===== src/rtl/wb_grant_decoder_pkg.sv =====
// Shared definitions for the Wishbone grant decoder: FSM encodings and timeout defaults.
package wb_grant_decoder_pkg;

    typedef enum logic [1:0] {
        StIdle    = 2'd0,
        StGrant   = 2'd1,
        StRelease = 2'd2
    } state_e;

    localparam int unsigned WbGrantTimeoutDefault = 255;

    // Counter width: enough bits for cycles, clamped to 8..32.
    function automatic int unsigned timer_width(input int unsigned cycles);
        int unsigned w;
        w = $clog2(cycles + 1);
        if (w < 8) w = 8;
        if (w > 32) w = 32;
        return w;
    endfunction

endpackage


===== src/rtl/wb_grant_timer.sv =====
// Saturating GRANT-duration counter; expire_o flags the cycle the limit is reached.
// Only instantiated when WB_GRANT_TIMEOUT_EN is defined.
module wb_grant_timer
    import wb_grant_decoder_pkg::*;
#(
    parameter int unsigned TimeoutCycles = WbGrantTimeoutDefault
) (
    input  logic clk_i,
    input  logic rst_i,
    input  logic clr_i,
    input  logic inc_i,
    output logic expire_o
);

    localparam int unsigned Width = timer_width(TimeoutCycles);
    localparam logic [Width-1:0] LimitM1 = Width'(TimeoutCycles - 1);
    localparam logic [Width-1:0] CntMax = '1;

    logic [Width-1:0] cnt_q, cnt_d;

    always_comb begin
        cnt_d = cnt_q;
        if (clr_i) begin
            cnt_d = '0;
        end else if (inc_i && (cnt_q != CntMax)) begin
            cnt_d = cnt_q + 1'b1;
        end
    end

    // The increment in this cycle is the one that reaches the limit.
    assign expire_o = inc_i && !clr_i && (cnt_q >= LimitM1);

    always_ff @(posedge clk_i) begin
        if (rst_i) begin
            cnt_q <= '0;
        end else begin
            cnt_q <= cnt_d;
        end
    end

endmodule


===== src/rtl/wb_grant_decoder.sv =====
// Registered one-hot master select held for a whole Wishbone cycle, then released.
// Define WB_GRANT_TIMEOUT_EN to add the GRANT timeout abort (to_err_o).
module wb_grant_decoder
    import wb_grant_decoder_pkg::*;
#(
    parameter int unsigned N              = 2,
    parameter int unsigned TIMEOUT_CYCLES = WbGrantTimeoutDefault,
    localparam int unsigned IDX_W         = $clog2(N)
) (
    input  logic             clk_i,
    input  logic             rst_i,
    input  logic             req_valid_i,
    input  logic [IDX_W-1:0] req_index_i,
    input  logic [N-1:0]     m_cyc_i,
    input  logic             s_ack_i,
    input  logic             s_err_i,
    output logic             grant_valid_o,
    output logic [IDX_W-1:0] grant_index_o,
    output logic [N-1:0]     grant_onehot_o,
    output logic             busy_o,
    output logic             to_err_o
);

    localparam logic [IDX_W:0] NumMasters = (IDX_W + 1)'(N);
    localparam logic [N-1:0]   OneHotLsb  = {{(N - 1){1'b0}}, 1'b1};

    state_e           state_q, state_d;
    logic [IDX_W-1:0] idx_q, idx_d;
    logic             valid_q, valid_d;
    logic [N-1:0]     onehot_q, onehot_d;
    logic             busy_q, busy_d;
    logic             to_err_q, to_err_d;

    logic             req_ok;
    logic             timer_clr;
    logic             timer_inc;
    logic             timer_expire;

    assign req_ok = req_valid_i && ({1'b0, req_index_i} < NumMasters) && m_cyc_i[req_index_i];

`ifdef WB_GRANT_TIMEOUT_EN
    wb_grant_timer #(
        .TimeoutCycles(TIMEOUT_CYCLES)
    ) u_timer (
        .clk_i   (clk_i),
        .rst_i   (rst_i),
        .clr_i   (timer_clr),
        .inc_i   (timer_inc),
        .expire_o(timer_expire)
    );
`else
    logic unused_timer;
    assign unused_timer = timer_clr ^ timer_inc ^ s_ack_i ^ s_err_i;
    assign timer_expire = 1'b0;
`endif

    always_comb begin
        state_d   = state_q;
        idx_d     = idx_q;
        to_err_d  = 1'b0;
        timer_clr = 1'b0;
        timer_inc = 1'b0;
        unique case (state_q)
            StIdle: begin
                if (req_ok) begin
                    state_d   = StGrant;
                    idx_d     = req_index_i;
                    timer_clr = 1'b1;
                end
            end
            StGrant: begin
                // Requests are ignored here: no preemption once a master owns the bus.
                timer_clr = s_ack_i || s_err_i;
                timer_inc = !timer_clr;
                if (timer_expire) begin
                    state_d  = StRelease;
                    to_err_d = 1'b1;
                end else if (!m_cyc_i[idx_q]) begin
                    state_d = StRelease;
                end
            end
            StRelease: state_d = StIdle;
            default:   state_d = StIdle;
        endcase

        valid_d  = (state_d == StGrant);
        onehot_d = valid_d ? (OneHotLsb << idx_d) : '0;
        busy_d   = (state_d != StIdle);
    end

    always_ff @(posedge clk_i) begin
        if (rst_i) begin
            state_q  <= StIdle;
            idx_q    <= '0;
            valid_q  <= 1'b0;
            onehot_q <= '0;
            busy_q   <= 1'b0;
            to_err_q <= 1'b0;
        end else begin
            state_q  <= state_d;
            idx_q    <= idx_d;
            valid_q  <= valid_d;
            onehot_q <= onehot_d;
            busy_q   <= busy_d;
            to_err_q <= to_err_d;
        end
    end

    assign grant_valid_o  = valid_q;
    assign grant_index_o  = idx_q;
    assign grant_onehot_o = onehot_q;
    assign busy_o         = busy_q;
    assign to_err_o       = to_err_q;

endmodule


===== config.mk =====
export PLATFORM = sky130hd
export DESIGN_NAME = wb_grant_decoder
export DESIGN_NICKNAME = d
export VERILOG_FILES = /design/src/rtl/wb_grant_decoder_pkg.sv /design/src/rtl/wb_grant_timer.sv /design/src/rtl/wb_grant_decoder.sv
export SDC_FILE = /design/constraint.sdc
export NUM_CORES = 1
export LEC_CHECK = 0
export ABC_AREA = 1
export BUFFER_PORTS_ARGS = -buffer_cell sky130_fd_sc_hd__buf_2
export CAP_MARGIN = 20
export CORE_AREA = 2 2 39 41
export CTS_BUF_LIST = sky130_fd_sc_hd__clkbuf_8
export CTS_CLUSTER_DIAMETER = 120
export CTS_CLUSTER_SIZE = 40
export DETAILED_ROUTE_END_ITERATION = 7
export DIE_AREA = 0 0 41 43
export MAX_ROUTING_LAYER = met4
export PLACE_DENSITY = 0.51
export SLEW_MARGIN = 20
export SYNTH_ARGS = -nofsm -noshare
export SYNTH_HDL_FRONTEND = slang
export SYNTH_SLANG_ARGS = --single-unit

===== constraint.sdc =====
create_clock -name clk_i -period 0.85 [get_ports clk_i]
set_input_delay 0.0425 -clock clk_i [delete_from_list [all_inputs] [get_ports clk_i]]
set_output_delay 0.0425 -clock clk_i [all_outputs]
set_load 0.005 [all_outputs]

==> qor.yml, run 1 <==
timing.fmax_ghz: 1.09
critPathKind: "reg -> reg"
min_period_over_period: 1.08
setup_ws_ns: -0.0690
drc_errors: 0
drive_above_1_share: 0.472
antenna_found_initial: 0
cts_buffer_depth: 2
slew_viol_final: 0
synth_area_per_cell_um2: 7.41
grt_overflow_total: 0
ir_drop_uv: 663
cts_made_buffers: 3
hold_viol_final: 0
final-seq-area_um2: 141
dp.cells: 65
min_period_ns: 0.919
path_buf_inv: 2
critPathSlowestCell: "dfxtp_1"
finalClockSkew_ns: 0.000701
layout_common_cells: "10 x nand2_1, 10 x buf_2, 7 x inv_1"
vias: 246
yosysWarnings: 0
violations: "setup timing"
antenna_cells: 0
synth_top_area_frac: 0.473
place_hpwl_um: 393
place_area_um2: 359
yosysTopAreaCell: "dfxtp_1"
clk_latency_ns: 0.23
via_per_inst: 3.57
grt_usage: 0.0867
ys_seq_area_frac: 0.473
io_buffers: 10
setup_violations: 3
report.power.total_mw: 0.919
required_ns: 1.02
postCtsHoldBufs: 0
cp_slowest_stage_delay_ns: 0.30
finalNetCount: 62
syn_nets: 48
hold_path.class: "in -> reg"
multi_input_area_um2: 121
dr.pass1.iters: 2
status: "finished, violations left"
grt_setup_unrepaired: "yes"
netlist_top_cells_area: "dfxtp_1 47%, nand2_1 13%, inv_1 8.9%, nand2_2 6.3%, nor2_4 3.8%"
die_h_um: 43
synth.distinct_cells: 14
path_clk_slew_ns: 0.04
grt_pass1_vias: 227
area.growth.synth_to_final_pct: 38.8
crit_path_end_kind: "register"
final_util: 0.297
p_leak_nw: 0.230
fp.coreArea_mm2: 0.00138
powerDensity_mw_per_mm2: 2230
pin_count: 14
fin_cells: 69
syn_inst: 40
drtIter0Drc: 6
cp_top_family: "simple AND/OR/NAND/NOR gates"
ctsHtreeMaxLevel: 1
dieArea_mm2: 0.00176
place_congestion: 0.700
grt_start_max_net_pins: 5
post_drt_wl_per_cell_um: 7.49
ant_nets: 0
cts.sink_count: 7
drv_cap: 0
worstPathCellList: "inv_2, nand2_2, nor2_4, nand3_2, nand2_2, inv_2, nor2_2"
critPathMaxFanout: 3
start_util: 0.214
die_x_um: 41
cts_tree: "yes"
rows: 14
synth_area_um2: 297
root_buffer: "clkbuf_8"
cts_setup_buffers: 0
drt-total-wl_um: 517
critical_path_arrival_ns: 1.09
ys_ff_latch: 7
fill_cells: 154
fin_area_um2: 412
grt_first_pass_wirelength_um: 924
critPathLaunchType: "register"
-- Yosys cell counts --
cell     count
buf_4        1
conb_1       1
dfxtp_1      7
inv_1        7
inv_2        2
nand2_1     10
nand2_2      3
nand3_1      2
nand3_2      1
nor2_1       2
nor2_2       1
nor2_4       1
nor3_1       1
o21ai_0      1
-- flip-flops by register name (all words and copies together) (netlist names) --
name / flops
grant_index_o: 1
state_q: 2
busy_o: 1
grant_onehot_o: 2
grant_valid_o: 1
-- power by group --
group	leakage, nW	switching, mW	internal, mW
Clock	0.0269	0.142	0.312
Combinational	0.145	0.0640	0.0436
Sequential	0.0577	0.00751	0.350
Total	0.230	0.213	0.706
-- what timing repair did --
| item | in CTS | in global routing |
|---|---|---|
| gates resized for setup | 0 | 5 |
| pin swaps | 0 | 3 |
| endpoints found under the setup margin | 3 | 7 |
-- cell families (layout without fill, tap and decap cells) --
logic type             count (synthesis)  after routing  share of synthesized area
AND/OR/NAND/NOR                       21             21                      0.359
AO/OA/AOI/OAI                          1              1                     0.0169
other                                  1              1                     0.0126
flip-flops                             7              7                      0.473
buffers and inverters                 10             23                      0.139
-- worst reg2reg max path, cell delays in order (launching register included) --
cell and delay (ns):
dfxtp_1 0.30, inv_2 0.06, nand2_2 0.07, nor2_4 0.10
nand3_2 0.11, nand2_2 0.11, inv_2 0.04, nor2_2 0.08
-- metrics by stage --
stage	worst slack, ns	TNS (ns)	hold WS (ns)
after floorplan	0.00298	0	0.115
after global routing	-0.182	-0.538	0.0343
after CTS	-0.0759	-0.145	0.00698
after global placement	-0.0559	-0.0865	0.249
after detailed placement	-0.0625	-0.107	0.248
final	-0.0690	-0.161	0.0236
-- cell type report --
cell class	instances	area share
multi-input cells	23	0.295
inverters	9	0.0821
flip-flops and latches	7	0.343
clock buffers	3	0.100
repair buffers	10	0.122
well taps	16	0.0486
clock inverters	1	0.00912
-- metal layers --
layer  GRT usage  share of wire
met5           -              0
met4       0.100          0.041
met3      0.0314          0.064
met2      0.0844           0.39
met1       0.117           0.50
-- worst paths after layout --
| path | end | slack [ns] | cells after the start | startpoint |
|---|---|---|---|---|
| worst min register to register | state_q[1] | 0.54 | 3 | state_q[1] |
| worst max-delay path | grant_onehot_o[1] | -0.07 | 7 | state_q[0] |
| worst min-delay path | grant_index_o | 0.02 | 2 | rst_i |
| worst max register to register | grant_onehot_o[1] | -0.07 | 7 | state_q[0] |
No activity file was read; power rests on OpenSTA's default activity.
==> run 2, diff against run 1 <==
CELL_PAD_IN_SITES_DETAIL_PLACEMENT = 1   (was not set)
CELL_PAD_IN_SITES_GLOBAL_PLACEMENT = 2   (was not set)
CORE_AREA = not set   (was 2 2 39 41)
CORE_MARGIN = 2   (was not set)
CORE_UTILIZATION = 20   (was not set)
DIE_AREA = not set   (was 0 0 41 43)
PLACE_DENSITY = 0.75   (was 0.51)
REMOVE_ABC_BUFFERS = 1   (was not set)
==> qor.yml, run 2 (synthesis results as in run 1) <==
status: "finished, violations left"  # unchanged
violations: "setup timing"  # unchanged
fin_cells: 68  # was 69
r2r.worst_path.cells: 8  # was 7
grt_setup_unrepaired: "yes"  # unchanged
drt-total-wl_um: 554  # was 517 um
cts_buffer_depth: 2  # unchanged
worstReg2RegEnd: "grant_onehot_o[0]"  # was grant_onehot_o[1]
multi_input_area_um2: 120  # was 121 um2
r2r_setup_slack_ns: -0.05  # was -0.07 ns
drive_above_1_share: 0.434  # was 0.472
dr.pass1.iters: 3  # was 2
drtIter0Drc: 1  # was 6
grt_overflow_total: 0  # unchanged
rows: 13  # was 14
grt_first_pass_wirelength_um: 959  # was 924 um
grt_usage: 0.0807  # was 0.0867
min_period_over_period: 1.06  # was 1.08
pre_cts_slack_ns: -0.0742  # was -0.0625 ns
path_clk_slew_ns: 0.04  # about the same
start_util: 0.220  # was 0.214
holdWs_ns: 0.0136  # was 0.0236 ns
finalClockSkew_ns: 0.00164  # was 0.000701 ns
p_seq_frac: 0.394  # was 0.389
antenna_found_initial: 0  # unchanged
fill_cells: 179  # was 154
power.share.clock: 0.488  # was 0.494
critical_path_arrival_ns: 1.02  # was 1.09 ns
cts.sink_count: 7  # unchanged
p_leak_nw: 0.229  # was 0.230 nW
timing.fmax_ghz: 1.11  # was 1.09 GHz
critPathKind: "reg -> reg"  # unchanged
drc_errors: 0  # unchanged
ctsHtreeMaxLevel: 1  # unchanged
ant_nets: 0  # unchanged
io_buffers: 10  # unchanged
grt_pass1_vias: 239  # was 227
slew_viol_final: 0  # unchanged
cts_made_buffers: 3  # unchanged
hold_path.class: "in -> reg"  # unchanged
setup_violations: 4  # was 3
min_to: "grant_index_o"  # unchanged
via_per_inst: 3.87  # was 3.57
report.power.total_mw: 0.905  # was 0.919 mW
setup_ws_ns: -0.0477  # was -0.0690 ns
root_buffer: "clkbuf_8"  # unchanged
post_drt_wl_per_cell_um: 8.15  # was 7.49 um
vias: 263  # was 246
tns_ns: -0.114  # was -0.161 ns
pin_count: 14  # unchanged
place_hpwl_um: 446  # was 393 um
final-seq-area_um2: 141  # unchanged
timing.rr.start: "state_q[1]"  # was state_q[0]
crit_path_end_kind: "register"  # unchanged
intPower_mw: 0.704  # was 0.706 mW
dp.cells: 64  # was 65
layout_common_cells: "10 x nand2_1, 10 x buf_2, 8 x inv_1"  # was 10 x nand2_1, 10 x buf_2, 7 x inv_1
ir_drop_uv: 638  # was 663 uV
fp.coreArea_mm2: 0.00135  # was 0.00138 mm2
die_x_um: 42.5  # was 41 um
finalNetCount: 62  # unchanged
min_period_ns: 0.898  # was 0.919 ns
powerDensity_mw_per_mm2: 2210  # was 2230 mW/mm2
combPwrFrac: 0.118  # was 0.117
hold_viol_final: 0  # unchanged
cts_tree: "yes"  # unchanged
critPathMaxFanout: 3  # unchanged
place_congestion: 0.638  # was 0.700
hold_path_startpoint: "rst_i"  # unchanged
critPathLaunchType: "register"  # unchanged
required_ns: 0.97  # was 1.02 ns
cts_setup_buffers: 0  # unchanged
die_h_um: 42.5  # was 43 um
p_switching_mw: 0.201  # was 0.213 mW
netSwitchingFraction: 0.222  # was 0.232
clk_latency_ns: 0.22  # was 0.23 ns
drv_cap: 0  # unchanged
grt_start_max_net_pins: 5  # unchanged
dieArea_mm2: 0.00181  # was 0.00176 mm2
antenna_cells: 0  # unchanged
area.growth.synth_to_final_pct: 38.0  # was 38.8%
hold_path_depth: 2  # unchanged
==> run 2: per-layer routing <==
layer | vias to the layer above | global-route usage | share of wire
met1 | 114 | 0.0803 | 0.41
met5 | - | - | 0
met4 | 0 | 0.0563 | 0.016
met2 | 8 | 0.105 | 0.49
met3 | 2 | 0.0647 | 0.078
li1 | 139 | - | -
==> run 2: final cells by class <==
type                    count  area share
multi-input cells          23       0.294
flip-flops and latches      7       0.346
repair buffers             10       0.122
clock inverters             1     0.00917
clock buffers               3       0.101
inverters                   9      0.0826
well taps                  15      0.0459
==> run 2: how the worst max path moves through the flow <==
stage                             start  cells after the start  slack (ns)           endpoint
final                        state_q[1]                      8       -0.05  grant_onehot_o[0]
after global routing         state_q[0]                      8       -0.14  grant_onehot_o[0]
after CTS                    state_q[1]                      8       -0.06  grant_onehot_o[0]
after detailed placement  grant_index_o                      7       -0.07  grant_onehot_o[0]
after global placement       state_q[0]                      8       -0.06  grant_onehot_o[0]
after floorplan           grant_index_o                      7       0.003  grant_onehot_o[0]
==> run 2: what timing repair did <==
action | 4_1_cts | 5_1_grt
resized for setup | 1 | 1
pin swaps | 0 | 2
hold buffers | 0 | 0
setup endpoints to repair | 3 | 6
==> run 2: power groups by stage <==
stage / Combinational (mW) / Clock, mW / Sequential (mW)
6_report: 0.106 / 0.442 / 0.357
5_1_grt: 0.123 / 0.493 / 0.359
4_1_cts: 0.105 / 0.458 / 0.357
3_5_place_dp: 0.105 / 0 / 0.362
3_3_place_gp: 0.104 / 0 / 0.362
2_1_floorplan: 0.0624 / 0 / 0.364
==> run 2: critical path, cell delays in order (launching register included) <==
cell and delay (ns):
dfxtp_1 0.30, inv_1 0.06, nand2_2 0.05, nor2_4 0.10, nand2_1 0.06, nand2_1 0.07
nand2_2 0.07, nand2_1 0.06, inv_1 0.03
==> run 2: metrics by stage <==
step | cell area (um2) | utilization
floorplan | 289 | -
global placement | 358 | 0.265
detailed placement | 358 | 0.265
CTS | 404 | 0.299
global route | 409 | 0.303
finish | 409 | 0.303
